$ cat src/rtl/dadda_mul_sched_pkg.sv
// rtl/dadda_mul_sched_pkg.sv - shared defaults, id-width helper and pipeline stage type
package dadda_mul_sched_pkg;
  localparam int DEF_WIDTH   = 32;
  localparam int DEF_NUM_REQ = 4;
  localparam int DEF_MUL_LAT = 2;
  localparam int MAX_ID_W    = 4;
  localparam int MAX_PROD_W  = 128;

  function automatic int id_width(input int n);
    return (n <= 2) ? 1 : $clog2(n);
  endfunction

  // Sized for the largest legal configuration; narrower builds zero-extend.
  typedef struct packed {
    logic                  valid;
    logic [MAX_ID_W-1:0]   id;
    logic [MAX_PROD_W-1:0] payload;
  } stage_t;
endpackage

$ cat src/rtl/dadda_mul_sched_if.sv
// rtl/dadda_mul_sched_if.sv - requester and result handshake bundle
interface dadda_mul_sched_if import dadda_mul_sched_pkg::*; #(
  parameter int NUM_REQ = DEF_NUM_REQ,
  parameter int WIDTH   = DEF_WIDTH,
  parameter int ID_W    = id_width(NUM_REQ)
) ();
  logic [NUM_REQ-1:0]       req_valid;
  logic [NUM_REQ-1:0]       req_ready;
  logic [NUM_REQ*WIDTH-1:0] req_a;
  logic [NUM_REQ*WIDTH-1:0] req_b;
  logic                     res_valid;
  logic                     res_ready;
  logic [2*WIDTH-1:0]       res_prod;
  logic [ID_W-1:0]          res_id;

  modport master (
    output req_valid, req_a, req_b, res_ready,
    input  req_ready, res_valid, res_prod, res_id
  );
  modport slave (
    input  req_valid, req_a, req_b, res_ready,
    output req_ready, res_valid, res_prod, res_id
  );
endinterface

$ cat src/rtl/dadda_mul_sched_rr_arbiter.sv
// rtl/dadda_mul_sched_rr_arbiter.sv - round-robin pointer and one-hot grant
module rr_arbiter import dadda_mul_sched_pkg::*; #(
  parameter int NUM_REQ = DEF_NUM_REQ,
  parameter int ID_W    = id_width(NUM_REQ)
) (
  input  logic               clk,
  input  logic               rst,
  input  logic [NUM_REQ-1:0] req,
  input  logic               en,
  input  logic               fire,
  output logic [NUM_REQ-1:0] grant,
  output logic [ID_W-1:0]    grant_id
);
  logic [ID_W-1:0] ptr_q, ptr_d;
  logic [ID_W:0]   idx;
  logic [ID_W-1:0] sel;
  logic            found;

  // Scan upward from the pointer, wrapping at NUM_REQ.
  always_comb begin
    grant    = '0;
    grant_id = '0;
    found    = 1'b0;
    idx      = '0;
    sel      = '0;
    for (int k = 0; k < NUM_REQ; k++) begin
      idx = {1'b0, ptr_q} + (ID_W+1)'(k);
      if (idx >= (ID_W+1)'(NUM_REQ)) idx = idx - (ID_W+1)'(NUM_REQ);
      sel = idx[ID_W-1:0];
      if (en && !found && req[sel]) begin
        found      = 1'b1;
        grant[sel] = 1'b1;
        grant_id   = sel;
      end
    end
  end

  always_comb begin
    ptr_d = ptr_q;
    if (fire) ptr_d = (grant_id == ID_W'(NUM_REQ-1)) ? '0 : grant_id + 1'b1;
  end

  always_ff @(posedge clk) begin
    if (rst) ptr_q <= '0;
    else     ptr_q <= ptr_d;
  end
endmodule

$ cat src/rtl/dadda_mul_sched.sv
// rtl/dadda_mul_sched.sv - shares one external multiplier core between requesters
// Optional counters stat_ops/stat_stall under DADDA_MUL_SCHED_STATS_EN.
module dadda_mul_sched import dadda_mul_sched_pkg::*; #(
  parameter int NUM_REQ = DEF_NUM_REQ,
  parameter int WIDTH   = DEF_WIDTH,
  parameter int MUL_LAT = DEF_MUL_LAT,
  parameter int ID_W    = id_width(NUM_REQ)
) (
  input  logic                 clk,
  input  logic                 rst,
  dadda_mul_sched_if.slave     bus,
  output logic [WIDTH-1:0]     mul_a,
  output logic [WIDTH-1:0]     mul_b,
  input  logic [2*WIDTH-1:0]   mul_prod
`ifdef DADDA_MUL_SCHED_STATS_EN
  ,
  output logic [31:0]          stat_ops,
  output logic [31:0]          stat_stall
`endif
);
  localparam int NS = MUL_LAT - 1;

  logic               stall, en, fire;
  logic [NUM_REQ-1:0] grant;
  logic [ID_W-1:0]    grant_id;
  logic               s1_valid_q, s1_valid_d;
  logic [ID_W-1:0]    s1_id_q, s1_id_d;
  logic [WIDTH-1:0]   mul_a_q, mul_a_d, mul_b_q, mul_b_d;
  stage_t             pipe_q [NS];
  stage_t             pipe_d [NS];
  logic               unused_last;

  assign stall         = bus.res_valid & ~bus.res_ready;
  assign en            = ~stall & ~rst;
  assign fire          = |(bus.req_valid & grant);
  assign bus.req_ready = grant;

  rr_arbiter #(.NUM_REQ(NUM_REQ), .ID_W(ID_W)) u_arb (
    .clk      (clk),
    .rst      (rst),
    .req      (bus.req_valid),
    .en       (en),
    .fire     (fire),
    .grant    (grant),
    .grant_id (grant_id)
  );

  // Operands keep their last value on idle cycles so the core does not toggle.
  always_comb begin
    s1_valid_d = s1_valid_q;
    s1_id_d    = s1_id_q;
    mul_a_d    = mul_a_q;
    mul_b_d    = mul_b_q;
    pipe_d     = pipe_q;
    if (!stall) begin
      s1_valid_d = fire;
      if (fire) s1_id_d = grant_id;
      for (int i = 0; i < NUM_REQ; i++) begin
        if (grant[i]) begin
          mul_a_d = bus.req_a[i*WIDTH +: WIDTH];
          mul_b_d = bus.req_b[i*WIDTH +: WIDTH];
        end
      end
      pipe_d[0].valid   = s1_valid_q;
      pipe_d[0].id      = MAX_ID_W'(s1_id_q);
      pipe_d[0].payload = MAX_PROD_W'(mul_prod);
      for (int j = 1; j < NS; j++) pipe_d[j] = pipe_q[j-1];
    end
  end

  always_ff @(posedge clk) begin
    if (rst) begin
      s1_valid_q <= 1'b0;
      s1_id_q    <= '0;
      mul_a_q    <= '0;
      mul_b_q    <= '0;
      for (int j = 0; j < NS; j++) pipe_q[j] <= '0;
    end else begin
      s1_valid_q <= s1_valid_d;
      s1_id_q    <= s1_id_d;
      mul_a_q    <= mul_a_d;
      mul_b_q    <= mul_b_d;
      for (int j = 0; j < NS; j++) pipe_q[j] <= pipe_d[j];
    end
  end

  assign mul_a         = mul_a_q;
  assign mul_b         = mul_b_q;
  assign bus.res_valid = pipe_q[NS-1].valid;
  assign bus.res_prod  = pipe_q[NS-1].payload[2*WIDTH-1:0];
  assign bus.res_id    = pipe_q[NS-1].id[ID_W-1:0];
  assign unused_last   = ^pipe_q[NS-1];

`ifdef DADDA_MUL_SCHED_STATS_EN
  logic [31:0] stat_ops_q, stat_ops_d, stat_stall_q, stat_stall_d;

  always_comb begin
    stat_ops_d   = stat_ops_q;
    stat_stall_d = stat_stall_q;
    if (fire && (stat_ops_q != '1))    stat_ops_d   = stat_ops_q + 32'd1;
    if (stall && (stat_stall_q != '1)) stat_stall_d = stat_stall_q + 32'd1;
  end

  always_ff @(posedge clk) begin
    if (rst) begin
      stat_ops_q   <= '0;
      stat_stall_q <= '0;
    end else begin
      stat_ops_q   <= stat_ops_d;
      stat_stall_q <= stat_stall_d;
    end
  end

  assign stat_ops   = stat_ops_q;
  assign stat_stall = stat_stall_q;
`endif
endmodule
$ cat src/flat_wrapper.sv
// flat-port wrapper written by rule: the top's interface ports become plain ports
module dadda_mul_sched_flat import dadda_mul_sched_pkg::*;
#(
  parameter int NUM_REQ = DEF_NUM_REQ,
  parameter int WIDTH   = DEF_WIDTH,
  parameter int MUL_LAT = DEF_MUL_LAT,
  parameter int ID_W    = id_width(NUM_REQ)
)
  (clk, rst, mul_a, mul_b, mul_prod, bus_req_valid, bus_req_a, bus_req_b, bus_res_ready, bus_req_ready, bus_res_valid, bus_res_prod, bus_res_id);
  dadda_mul_sched_if #(.NUM_REQ(NUM_REQ), .WIDTH(WIDTH), .ID_W(ID_W)) bus_i ();
  input  logic clk;
  input  logic rst;
  output logic [WIDTH-1:0] mul_a;
  output logic [WIDTH-1:0] mul_b;
  input  logic [2*WIDTH-1:0] mul_prod;
  input wire logic [$bits(bus_i.req_valid)-1:0] bus_req_valid;
  input wire logic [$bits(bus_i.req_a)-1:0] bus_req_a;
  input wire logic [$bits(bus_i.req_b)-1:0] bus_req_b;
  input wire logic [$bits(bus_i.res_ready)-1:0] bus_res_ready;
  output wire logic [$bits(bus_i.req_ready)-1:0] bus_req_ready;
  output wire logic [$bits(bus_i.res_valid)-1:0] bus_res_valid;
  output wire logic [$bits(bus_i.res_prod)-1:0] bus_res_prod;
  output wire logic [$bits(bus_i.res_id)-1:0] bus_res_id;
  assign bus_i.req_valid = bus_req_valid;
  assign bus_i.req_a = bus_req_a;
  assign bus_i.req_b = bus_req_b;
  assign bus_i.res_ready = bus_res_ready;
  assign bus_req_ready = bus_i.req_ready;
  assign bus_res_valid = bus_i.res_valid;
  assign bus_res_prod = bus_i.res_prod;
  assign bus_res_id = bus_i.res_id;
  dadda_mul_sched #(.NUM_REQ(NUM_REQ), .WIDTH(WIDTH), .MUL_LAT(MUL_LAT), .ID_W(ID_W)) u_core (.clk(clk), .rst(rst), .bus(bus_i), .mul_a(mul_a), .mul_b(mul_b), .mul_prod(mul_prod));
endmodule
$ cat config.mk
export PLATFORM = sky130hd
export DESIGN_NAME = dadda_mul_sched_flat
export DESIGN_NICKNAME = d
export VERILOG_FILES = /design/src/rtl/dadda_mul_sched_pkg.sv /design/src/rtl/dadda_mul_sched_if.sv /design/src/rtl/dadda_mul_sched_rr_arbiter.sv /design/src/rtl/dadda_mul_sched.sv /design/src/flat_wrapper.sv
export SDC_FILE = /design/constraint.sdc
export NUM_CORES = 1
export LEC_CHECK = 0
export BUFFER_PORTS_ARGS = -buffer_cell sky130_fd_sc_hd__buf_2
export CORE_AREA = 2 2 179 181
export CTS_CLUSTER_SIZE = 10
export DETAILED_ROUTE_END_ITERATION = 6
export DIE_AREA = 0 0 181 183
export MAX_ROUTING_LAYER = met4
export SLEW_MARGIN = 10
export SYNTH_ARGS = -nofsm -noshare
export SYNTH_HDL_FRONTEND = slang
export SYNTH_SLANG_ARGS = --single-unit
$ cat constraint.sdc
create_clock -name clk -period 8.2 [get_ports clk]
set_input_delay 1.23 -clock clk [delete_from_list [all_inputs] [get_ports clk]]
set_output_delay 1.23 -clock clk [all_outputs]
set_load 0.005 [all_outputs]
==> metrics list <==
- Cell type with the largest total area after synthesis: sky130_fd_sc_hd__dfxtp_1
- Data required, critical path: 8.53 ns
- On the final layout, the worst clock skew is 0.0114 ns.
- Part of the Yosys area used for sequential elements: 36.2%
* Setup Viol. Count Final: 0
- Final #Nets: 1645
- Gates resized during post-CTS repair numbered 0.
- Slew of the pin with the lowest slew margin: 0.987 ns
- After layout, the minimum clock period comes to 5.45 ns.
* Final routed wire length divided by cell count: 17.0 µm
- In this run the static leakage power is 5.12 nW.
* Setup TNS: 0 ns
* Initial Util: 24.1%
- Sorting the synthesized cells by area gives the leading types as sky130_fd_sc_hd__dfxtp_1, sky130_fd_sc_hd__nand2_1, sky130_fd_sc_hd__mux2i_1, sky130_fd_sc_hd__a311oi_2, sky130_fd_sc_hd__a211o_1.
- Power comes to 3.76 mW.
- For this run, the total global-route usage over all layers was measured as 17.2%.
- The first global-routing pass estimated 43000 µm of wire.
- Counting every sink on the clock net gives 136.
- For this run, asynchronously set or reset flops after synthesis account for 0%.
- Root buffer cell: sky130_fd_sc_hd__clkbuf_16
- Setup repair after global routing left no endpoint under its margin.
- The synthesized design devotes to its leading area cell type 36.2% of total area.
- Before CTS, the worst setup slack after placement is 2.71 ns.
- CP Launch Type: flip-flop
* Area overhead of the layout relative to synthesis: 40.9%
- Die Y-Extent: 183 µm
- Primary FF master, synth: sky130_fd_sc_hd__dfxtp_1
* Achievable Freq: 0.183 GHz
- CP Data Arrival Time: 5.78 ns
- The count of nets left with antenna violations once routing finished came out at 0.
- Dividing the synthesized area by the synthesized cell count gives 8.29 µm².
* Clock latency at the later pin of the worst-skew pair: 0.42 ns
- Clock transition time at the flip-flop clock pins of the worst setup and hold paths: 0.07 ns
- The worst setup path is captured at a flip-flop.
- The initial antenna violation count is 2.
- FF-to-FF End: u_core.mul_a[23]
* Outcome: finished clean
* Number of buffers on the longest clock path: 2
* Post-detailed-route via-to-cell ratio: 4.71
- The total area inside the core boundary comes to 31200 µm².
- In the post-route analysis, the smallest setup slack over all paths is 2.75 ns.
* Buffers on Ports: 461
* Number of enable flip-flop cells after synthesis: 0
* Number of buffers inserted during clock tree synthesis: 17
* Cells on Worst Hold Path: 2
* Total Routed Length: 29400 µm
- The number of different library cells used by synthesis comes to 51.
- Buffers added to address setup during post-CTS repair amount to 0.
* Max IR drop VDD: 0.000185 V
* Total number of vias: 8138
- Standard-cell row count: 65
* Number of maximum-capacitance constraint violations: 0
* Setup slack on the worst flop-to-flop path: 2.75 ns
- Synthesized netlist cell count: 908
- After clock tree synthesis, the flow added hold-fix buffers numbering 0.
- The die covers 33100 µm².
- Number of search-and-repair iterations in the first detailed-routing pass: 7
- Post-synthesis net count: 1241
* Worst Hold Launch: u_core.bus.res_prod[48]
- Hold EP: u_core.bus.res_prod[48]
- The via count of the first global-routing pass was 7664.
* Sequential cell area: 2720 µm²
- TritonCTS built the clock tree.
* DRT iter0 DRCs: 346
- Flip-flop and latch count after synthesis: 136
- Measured against its own limit, the worst slew margin works out to 34.2%.
- The H-tree generated during clock tree synthesis spans 4 levels.
- Gr ovfl total: 0
- Die width: 181 µm
- For this run, the number of Yosys warnings is 0.
- The final number of hold-violating endpoints came to 0.
- Routability-driven placement finished with a final weighted congestion of 0.850.
- Number of pins exceeding their max-slew limit in the final report: 0
* Final period util: 66.5%
- In this run the power density over the cells is 354 nW/µm².
* Footprint of the multi-input gates: 4390 µm²
- Summed over all nets, the half-perimeter wirelength after detailed placement is 22600 µm.
- Total DRC errors in the routed layout: 0
- # fillers: 3359
* WS Path Type: reg -> reg
- The path class of the tightest hold or removal check is reg -> reg.
- Share of post-route cells with drive strength above 1: 42.4%
* Post-synth design cell area: 7530 µm²
- Largest net degree at the start of global routing: 97
- Depth of the worst register-to-register path: 11
- In this run the worst path has a maximum fanout of 83.
* Number of primary I/O pins: 462
per-layer routing:
metal  vias to the layer above  part of all wire, %  GRT usage [%]
met1                      3742                   42           20.2
met3                        26                  6.6           4.17
li1                       4037                    -              -
met4                         0                  1.8           4.68
met2                       333                   50           29.4
met5                         -                    0              -
critical path: stages (launching register included):
cell and delay (ns):
sky130_fd_sc_hd__dfxtp_1 0.74, sky130_fd_sc_hd__inv_1 0.29, sky130_fd_sc_hd__ha_1 0.61, sky130_fd_sc_hd__mux2_2 0.41, sky130_fd_sc_hd__nor3_2 0.34, sky130_fd_sc_hd__o22ai_1 0.34, sky130_fd_sc_hd__o221ai_4 0.26, sky130_fd_sc_hd__buf_4 0.48
sky130_fd_sc_hd__or4_4 0.86, sky130_fd_sc_hd__buf_4 0.61, sky130_fd_sc_hd__nor2_1 0.11, sky130_fd_sc_hd__a311oi_2 0.26
area by class of cell:
| class | instances | share of cell area (%) |
|---|---|---|
| tap | 402 | 4.74 |
| multi-input combinational | 680 | 41.4 |
| timing repair buffer | 470 | 22.4 |
| antenna | 2 | 0.0472 |
| sequential | 136 | 25.7 |
| clock inverter | 13 | 1.39 |
| inverter | 7 | 0.248 |
| clock buffer | 19 | 4.08 |
power breakdown:
group / leakage, nW / switching [mW] / internal (mW)
Combinational: 3.71 / 1.15 / 0.840
Sequential: 1.13 / 0.120 / 0.870
Clock: 0.276 / 0.327 / 0.453
cell usage after synthesis, types with 7 or more instances:
| cell type | instances |
|---|---|
| sky130_fd_sc_hd__buf_1 | 7 |
| sky130_fd_sc_hd__mux2i_1 | 71 |
| sky130_fd_sc_hd__nand2_1 | 204 |
| sky130_fd_sc_hd__a211o_1 | 64 |
| sky130_fd_sc_hd__a311oi_2 | 44 |
| sky130_fd_sc_hd__buf_2 | 11 |
| sky130_fd_sc_hd__a21oi_1 | 70 |
| sky130_fd_sc_hd__a311oi_1 | 20 |
| sky130_fd_sc_hd__buf_6 | 13 |
| sky130_fd_sc_hd__clkbuf_1 | 53 |
| sky130_fd_sc_hd__dfxtp_1 | 136 |
| sky130_fd_sc_hd__nor2_1 | 133 |
sequential cells by signal, indices dropped and copies added (netlist names), named ones only:
register	count
u_core.mul_b	32
u_core.s1_id_q	2
u_core.s1_valid_q	1
u_core.mul_a	32
u_core.bus.res_valid	1
u_core.bus.res_prod	64
u_core.u_arb.ptr_q	1
u_core.bus.res_id	2
cells by family (layout without fill, tap and decap cells):
family	Yosys count	in the layout	synth area share [%]
simple gates	370	370	19.8
buf+inv	92	509	6.12
fa+ha+maj	6	6	0.997
xor+xnor	1	1	0.116
compound gates	227	227	26.3
flops	136	136	36.2
other cells	0	2	0
mux	76	76	10.5
through the flow:
step / hold WS (ns) / cell area, µm² / utilization (%) / instances
CTS: 0.449 / 10600 / 34.0 / 1727
floorplan: 0.432 / 7530 / - / 908
detailed placement: 0.440 / 10000 / 32.1 / 1695
finish: 0.447 / 10600 / 34.0 / 1729
global placement: 0.434 / 10000 / 32.1 / 1695
global route: 0.465 / 10600 / 34.0 / 1728
worst max path at each step:
stage / cells past startpoint / end
2_1_floorplan: 7 / bus_req_ready[3]
3_3_place_gp: 11 / u_core.mul_a[31]
3_5_place_dp: 11 / u_core.mul_a[23]
4_1_cts: 11 / u_core.mul_a[23]
5_1_grt: 11 / u_core.mul_a[23]
6_report: 11 / u_core.mul_a[23]
layout by cell type, fill, tap and decap left out, types with 3 or more instances in the layout:
cell type	instances
sky130_fd_sc_hd__clkbuf_16	17
sky130_fd_sc_hd__nand2b_1	5
sky130_fd_sc_hd__nor2b_1	4
sky130_fd_sc_hd__clkinv_4	3
sky130_fd_sc_hd__nor2_1	133
sky130_fd_sc_hd__nand3_1	3
sky130_fd_sc_hd__o21ai_0	4
sky130_fd_sc_hd__clkinvlp_4	3
sky130_fd_sc_hd__mux2_2	3
sky130_fd_sc_hd__ha_1	6
sky130_fd_sc_hd__o22ai_1	4
sky130_fd_sc_hd__a311oi_1	20
sky130_fd_sc_hd__dfxtp_1	136
sky130_fd_sc_hd__inv_1	6
sky130_fd_sc_hd__o211ai_1	3
sky130_fd_sc_hd__a21oi_1	70
sky130_fd_sc_hd__a311oi_2	44
sky130_fd_sc_hd__nand2_1	204
sky130_fd_sc_hd__and3_1	3
sky130_fd_sc_hd__buf_2	460
sky130_fd_sc_hd__buf_4	9
sky130_fd_sc_hd__mux2i_1	71
sky130_fd_sc_hd__a211o_1	64
Note: power is estimated with default switching activity, not from simulation.
